## src/rtl/booth_pkg.sv

```systemverilog
// Shared types and constants for the radix-4 Booth multiplier.
// Holds the FSM state type, digit select codes and width helpers.
package booth_pkg;

    typedef enum logic [1:0] {
        IDLE = 2'd0,
        RUN  = 2'd1,
        DONE = 2'd2
    } state_e;

    // Magnitude of a Booth digit; the sign travels separately.
    localparam logic [1:0] SEL_ZERO = 2'd0;
    localparam logic [1:0] SEL_1X   = 2'd1;
    localparam logic [1:0] SEL_2X   = 2'd2;

    localparam int W_DEF = 8;
    localparam int PPW   = W_DEF + 2;
    localparam int ACCW  = 2 * W_DEF + 2;

    function automatic int pp_w(input int w);
        return w + 2;
    endfunction

    function automatic int acc_w(input int w);
        return 2 * w + 2;
    endfunction

endpackage

```

## src/rtl/booth_pp_sel.sv

```systemverilog
// Booth partial-product select: triplet + multiplicand -> W+2 bit pp.
// Ports: triplet[2:0], a[W-1:0] in; pp[W+1:0] (inverted if negative), cin out.
module booth_pp_sel
    import booth_pkg::*;
#(
    parameter int W = 8
) (
    input  logic [2:0]   triplet,
    input  logic [W-1:0] a,
    output logic [W+1:0] pp,
    output logic         cin
);

    logic [1:0]   w_sel;
    logic         w_neg;
    logic [W+1:0] w_mag;

    always_comb begin
        w_sel = SEL_ZERO;
        unique case (triplet)
            3'b000, 3'b111: w_sel = SEL_ZERO;
            3'b001, 3'b010: w_sel = SEL_1X;
            3'b101, 3'b110: w_sel = SEL_1X;
            3'b011, 3'b100: w_sel = SEL_2X;
            default:        w_sel = SEL_ZERO;
        endcase
    end

    // 111 is a zero digit, so it must not set the negate flag.
    assign w_neg = triplet[2] & ~(&triplet[1:0]);

    always_comb begin
        w_mag = '0;
        case (w_sel)
            SEL_1X:  w_mag = {{2{a[W-1]}}, a};
            SEL_2X:  w_mag = {a[W-1], a, 1'b0};
            default: w_mag = '0;
        endcase
    end

    // Negation is ~mag plus a carry-in applied in the accumulator.
    assign pp  = w_neg ? ~w_mag : w_mag;
    assign cin = w_neg;

endmodule

```

## src/rtl/booth_mul_seq.sv

```systemverilog
// Sequential radix-4 Booth multiplier, one digit per cycle, start/done handshake.
// Ports: clk, rst (sync high), start, a, b in; busy, done, p[2W-1:0] out.
// Option: BOOTH_EARLY_TERM_EN ends RUN once all remaining digits are zero.
module booth_mul_seq
    import booth_pkg::*;
#(
    parameter int W = 8
) (
    input  logic           clk,
    input  logic           rst,
    input  logic           start,
    input  logic [W-1:0]   a,
    input  logic [W-1:0]   b,
    output logic           busy,
    output logic           done,
    output logic [2*W-1:0] p
);

    localparam int LPW = pp_w(W);
    localparam int LAW = acc_w(W);
    localparam int IW  = (W / 2 > 1) ? $clog2(W / 2) : 1;
    localparam logic [IW-1:0] LAST = IW'(W / 2 - 1);

    state_e         r_state;
    logic [W-1:0]   r_a;
    // {b, b[-1]} shifted right two bits per iteration; [2:0] is the triplet.
    logic [W:0]     r_bs;
    logic [IW-1:0]  r_i;
    logic [LAW-1:0] r_acc;
    logic [2*W-1:0] r_p;

    logic [LPW-1:0] w_pp;
    logic           w_cin;
    logic [LAW-1:0] w_ppx;
    logic [LAW-1:0] w_acc_nxt;
    logic           w_term;

    booth_pp_sel #(.W(W)) u_pp_sel (
        .triplet (r_bs[2:0]),
        .a       (r_a),
        .pp      (w_pp),
        .cin     (w_cin)
    );

    always_comb begin
        w_ppx     = {{(LAW - LPW){w_pp[LPW-1]}}, w_pp};
        w_acc_nxt = r_acc
                  + (w_ppx << {r_i, 1'b0})
                  + (LAW'(w_cin) << {r_i, 1'b0});
    end

`ifdef BOOTH_EARLY_TERM_EN
    // r_bs sign-fills as it shifts, so it holds b[W-1:2i-1] plus copies
    // of the sign; uniform means every remaining digit is zero.
    assign w_term = (&r_bs) | ~(|r_bs);
`else
    assign w_term = 1'b0;
`endif

    always_ff @(posedge clk) begin
        if (rst) begin
            r_state <= IDLE;
            r_a     <= '0;
            r_bs    <= '0;
            r_i     <= '0;
            r_acc   <= '0;
            r_p     <= '0;
        end else begin
            case (r_state)
                IDLE: begin
                    if (start) begin
                        r_a     <= a;
                        r_bs    <= {b, 1'b0};
                        r_i     <= '0;
                        r_acc   <= '0;
                        r_state <= RUN;
                    end
                end
                RUN: begin
                    if (w_term) begin
                        r_p     <= r_acc[2*W-1:0];
                        r_state <= DONE;
                    end else begin
                        r_acc <= w_acc_nxt;
                        r_bs  <= {{2{r_bs[W]}}, r_bs[W:2]};
                        r_i   <= r_i + 1'b1;
                        if (r_i == LAST) begin
                            r_p     <= w_acc_nxt[2*W-1:0];
                            r_state <= DONE;
                        end
                    end
                end
                DONE: r_state <= IDLE;
                default: r_state <= IDLE;
            endcase
        end
    end

    assign busy = (r_state != IDLE);
    assign done = (r_state == DONE);
    assign p    = r_p;

endmodule

```

## config.mk

```make
export PLATFORM = sky130hd
export DESIGN_NAME = booth_mul_seq
export DESIGN_NICKNAME = d
export VERILOG_FILES = /design/src/rtl/booth_pkg.sv /design/src/rtl/booth_pp_sel.sv /design/src/rtl/booth_mul_seq.sv
export SDC_FILE = /design/constraint.sdc
export NUM_CORES = 1
export LEC_CHECK = 0
export BUFFER_PORTS_ARGS = -buffer_cell sky130_fd_sc_hd__buf_2
export CAP_MARGIN = 15
export CORE_UTILIZATION = 60
export CTS_CLUSTER_SIZE = 8
export DETAILED_ROUTE_END_ITERATION = 8
export GPL_TIMING_DRIVEN = 0
export PLACE_DENSITY = 0.81
export SLEW_MARGIN = 20
export SYNTH_ARGS = -nofsm -noshare
export SYNTH_HDL_FRONTEND = slang
export SYNTH_SLANG_ARGS = --single-unit
```

## constraint.sdc

```tcl
create_clock -name clk -period 6.4 [get_ports clk]
set_clock_uncertainty 0.05 [all_clocks]
set_input_delay 0.96 -clock clk [delete_from_list [all_inputs] [get_ports clk]]
set_output_delay 0.96 -clock clk [all_outputs]
set_load 0.1 [all_outputs]
```

==> results.md <==
* Status: finished clean
* Clk pwr share at 32.0%
* Fraction of synthesized area in multiplexers at 1.62%
* Setup TNS at 0 ps
* Root buf cell: clkbuf_8
* CTS tree: done
* Post-CTS setup buffer count at 0
* Worst reg2reg startpoint: u_pp_sel.w_sel[0]
* Final WL at 10,300 um
* WL per Instance at 17.7 um
* Largest net degree at the start of global routing at 19
* Most used DFF post-synth: dfxtp_1
* Final setup fails at 0
* I/O pin cnt at 37
* Mapped Cells at 463
* CP required at 6570 ps
* H-tree depth at 2
* Final period util at 65.8%
* Die Y at 81.4 um
* Worst min path class: reg2reg
* Grt total ovfl at 0
* Hold Crit Start: p[7]
* DR pass1 iterations at 5
* # port buffers at 35
* Flops & latches, synth at 55
* Share of cells above drive strength 1 at 13.6%
* Critical R2R Capture: r_acc[15]
* Synth Area in Adders at 12.6%
* Placer congestion estimate at 0.927
* # resized after CTS at 0
* Die X at 81.4 um
* Int Pwr at 0.605 mW
* Hold Crit Depth at 2
* Post-Synth XOR/XNOR Area at 4.53%
* Core Region at 0.00599 mm^2
* Crit Path Max Fanout at 10
* DR vias at 3,573
* Die area at 0.00663 mm^2
* Switching Fraction at 32.8%
* Minimum clock period at 4210 ps
* Logic pwr share at 26.7%
* Area grow syn2layout at 10.9%
* Syn. warnings at 0
* Max Root-Sink Buffers at 2
* Total global-route track usage at 33.0%
* Worst Hold Endpoint: p[7]
* Initial Util at 63.2%
* Power per Cell Area at 214 mW/mm^2
* Antenna cell count at 0
* Leakage at 1.82 nW
* CTS sink cnt at 55
* Seq/Total Area, Yosys at 29.1%
* Synth Area in Simple Gates at 22.7%
* Ys async rst share at 0%
* NetSw at 0.295 mW
* Seq. cell area at 0.00110 mm^2
* Kind of critical path: reg2reg
* 1st-iter DRT viols at 432
* FILL cells at 498
* Global-route wire length before repair at 16,400 um
* Max cap viols at 0
* Vias in the first global route at 3,280
* Syn nets at 517
* DRC at 0
* Post-DRT Antenna Nets at 0
* Worst-Skew Late Latency at 320 ps
* Register share of total power at 41.3%
* Arrival time worst endpoint at 4380 ps
* Slew Limit Fails at 0
* Slew headroom at 51.6%
* Initial antenna violation count at 0
* R2R cell count at 14
* Cts bufs inserted at 5
* Highest ir drop seen on vdd at 0.126 mV
* Post-DP HPWL at 7590 um
* Fin. Hold Viols at 0
* Worst R2R Setup Slack at 2190 ps
* Compound-Gate Fraction of Synth Area at 23.1%
* Largest family of logic cells by synthesized area: compound AO/OA/AOI/OAI gates
* Startpoint types: flip-flop
* Row Count at 28
* RSZ-0062 raised after global routing: no
* Nets at 559
* Worst setup startpoint: u_pp_sel.w_sel[0]
* Drt via density at 6.15
* CP Capture Type: flip-flop
* Max Fclk at 0.238 GHz
* Multi-input gate area at 0.00245 mm^2
* Mapped Area at 0.00378 mm^2
* Avg Cell Area, Syn at 8.17 um^2
* Hold Buf Count CTS at 0
* Slew @ Worst Pin at 726 ps
* CTS clk-pin slew, worst paths at 110 ps
* Core Util, Final at 70.1%
* Number of distinct library cells after synthesis at 69
* Post-synth EDFFs at 0
sequential cells by signal, summed over array words and instances (netlist names):
signal and flops:
p 16, r_bs 9, u_pp_sel.w_sel 2, r_state 2, r_a 8, r_acc 16, r_i 2
cells by family after synthesis:
group	Yosys count
adder cells (fa/ha/maj)	35
flip-flops	55
AND/OR/NAND/NOR	172
AO/OA/AOI/OAI	126
buffers and inverters	51
multiplexers	6
XOR/XNOR	18
metrics by stage:
| step | instance area (um^2) | power [mW] | cells | hold slack [ps] | setup slack [ps] |
|---|---|---|---|---|---|
| floorplan | 3780 | 0.555 | 463 | 382 | 2780 |
| global placement | 4050 | 0.605 | 573 | 391 | 2350 |
| detailed placement | 4050 | 0.612 | 573 | 401 | 2300 |
| CTS | 4190 | 0.896 | 581 | 416 | 2260 |
| global route | 4200 | 0.939 | 581 | 438 | 1830 |
| finish | 4200 | 0.900 | 581 | 410 | 2190 |
synthesized netlist by cell type, types with 6 or more instances:
master,n,share of area (%)
a211oi_1,6,1.2
o21ai_0,13,1.7
nand3_1,13,1.7
inv_1,16,1.6
a21oi_1,41,5.4
xor2_1,11,2.5
ha_1,30,9.9
a311oi_1,6,1.4
o211ai_1,6,1.2
nand3b_1,11,2.2
clkbuf_1,20,2.0
a21o_1,8,1.6
xnor2_1,6,1.4
nand2_1,61,6.0
nor2_1,35,3.5
dfxtp_1,55,29
nor3_1,14,1.9
a22oi_1,8,1.6
layout by cell type (no fill, tap or decap), types with 3 or more instances in the layout:
master     n
a211oi_1   6
a21o_1     8
a21oi_1   41
a221o_1    3
a22oi_1    8
a311oi_1   6
a31oi_1    4
and2_1     3
buf_1      3
buf_2     39
buf_6      4
clkbuf_1  20
clkbuf_8   5
dfxtp_1   55
fa_1       5
ha_1      30
inv_1     16
mux2i_1    5
nand2_1   61
nand2b_1   5
nand3_1   13
nand3b_1  11
nand4_1    3
nand4b_1   4
nor2_1    35
nor3_1    13
nor4_1     5
o211ai_1   6
o21a_1     3
o21ai_0   13
o21bai_1   3
o31ai_1    4
or3_1      3
xnor2_1    6
xor2_1    11
critical path: stages, from the launching register on:
cell      delay, ps
dfxtp_1         360
inv_1            50
ha_1            400
clkbuf_1        330
nor2_1          120
a21oi_1         220
xor2_1          230
o21ai_0         140
fa_1            420
ha_1            270
clkbuf_1        320
nand4_1         260
a211oi_1        560
nor4b_1         110
a221o_1         270
area by class of cell:
cell class / instances / share of cell area [%]
tap: 75 / 2.23
multi-input combinational: 357 / 58.3
clock buffer: 5 / 1.64
buffer: 34 / 4.20
timing repair buffer: 35 / 4.17
clock inverter: 3 / 1.70
inverter: 17 / 1.52
sequential: 55 / 26.2
power groups by stage:
stage	clock network (mW)	registers (mW)	logic (mW)
5_1_grt	0.299	0.374	0.266
4_1_cts	0.288	0.371	0.236
6_report	0.288	0.372	0.240
3_5_place_dp	0	0.379	0.234
2_1_floorplan	0	0.376	0.179
3_3_place_gp	0	0.378	0.227
routing by layer:
metal	track usage (%)	vias to the layer above	wire, um	share of wire, %
li1	-	1750	-	-
met1	46.3	1685	4670	45
met2	53.5	128	4880	47
met3	4.67	10	623	6.1
met4	7.32	0	110	1.1
met5	0	-	0	0
worst max-delay path by stage:
stage	endpoint	cells past startpoint	slack, ps
2_1_floorplan	p[14]	15	2780
3_3_place_gp	p[12]	15	2350
3_5_place_dp	p[14]	15	2300
4_1_cts	p[14]	15	2260
5_1_grt	p[12]	15	1830
6_report	r_acc[15]	14	2190
No activity file was read; power rests on OpenSTA's default activity.
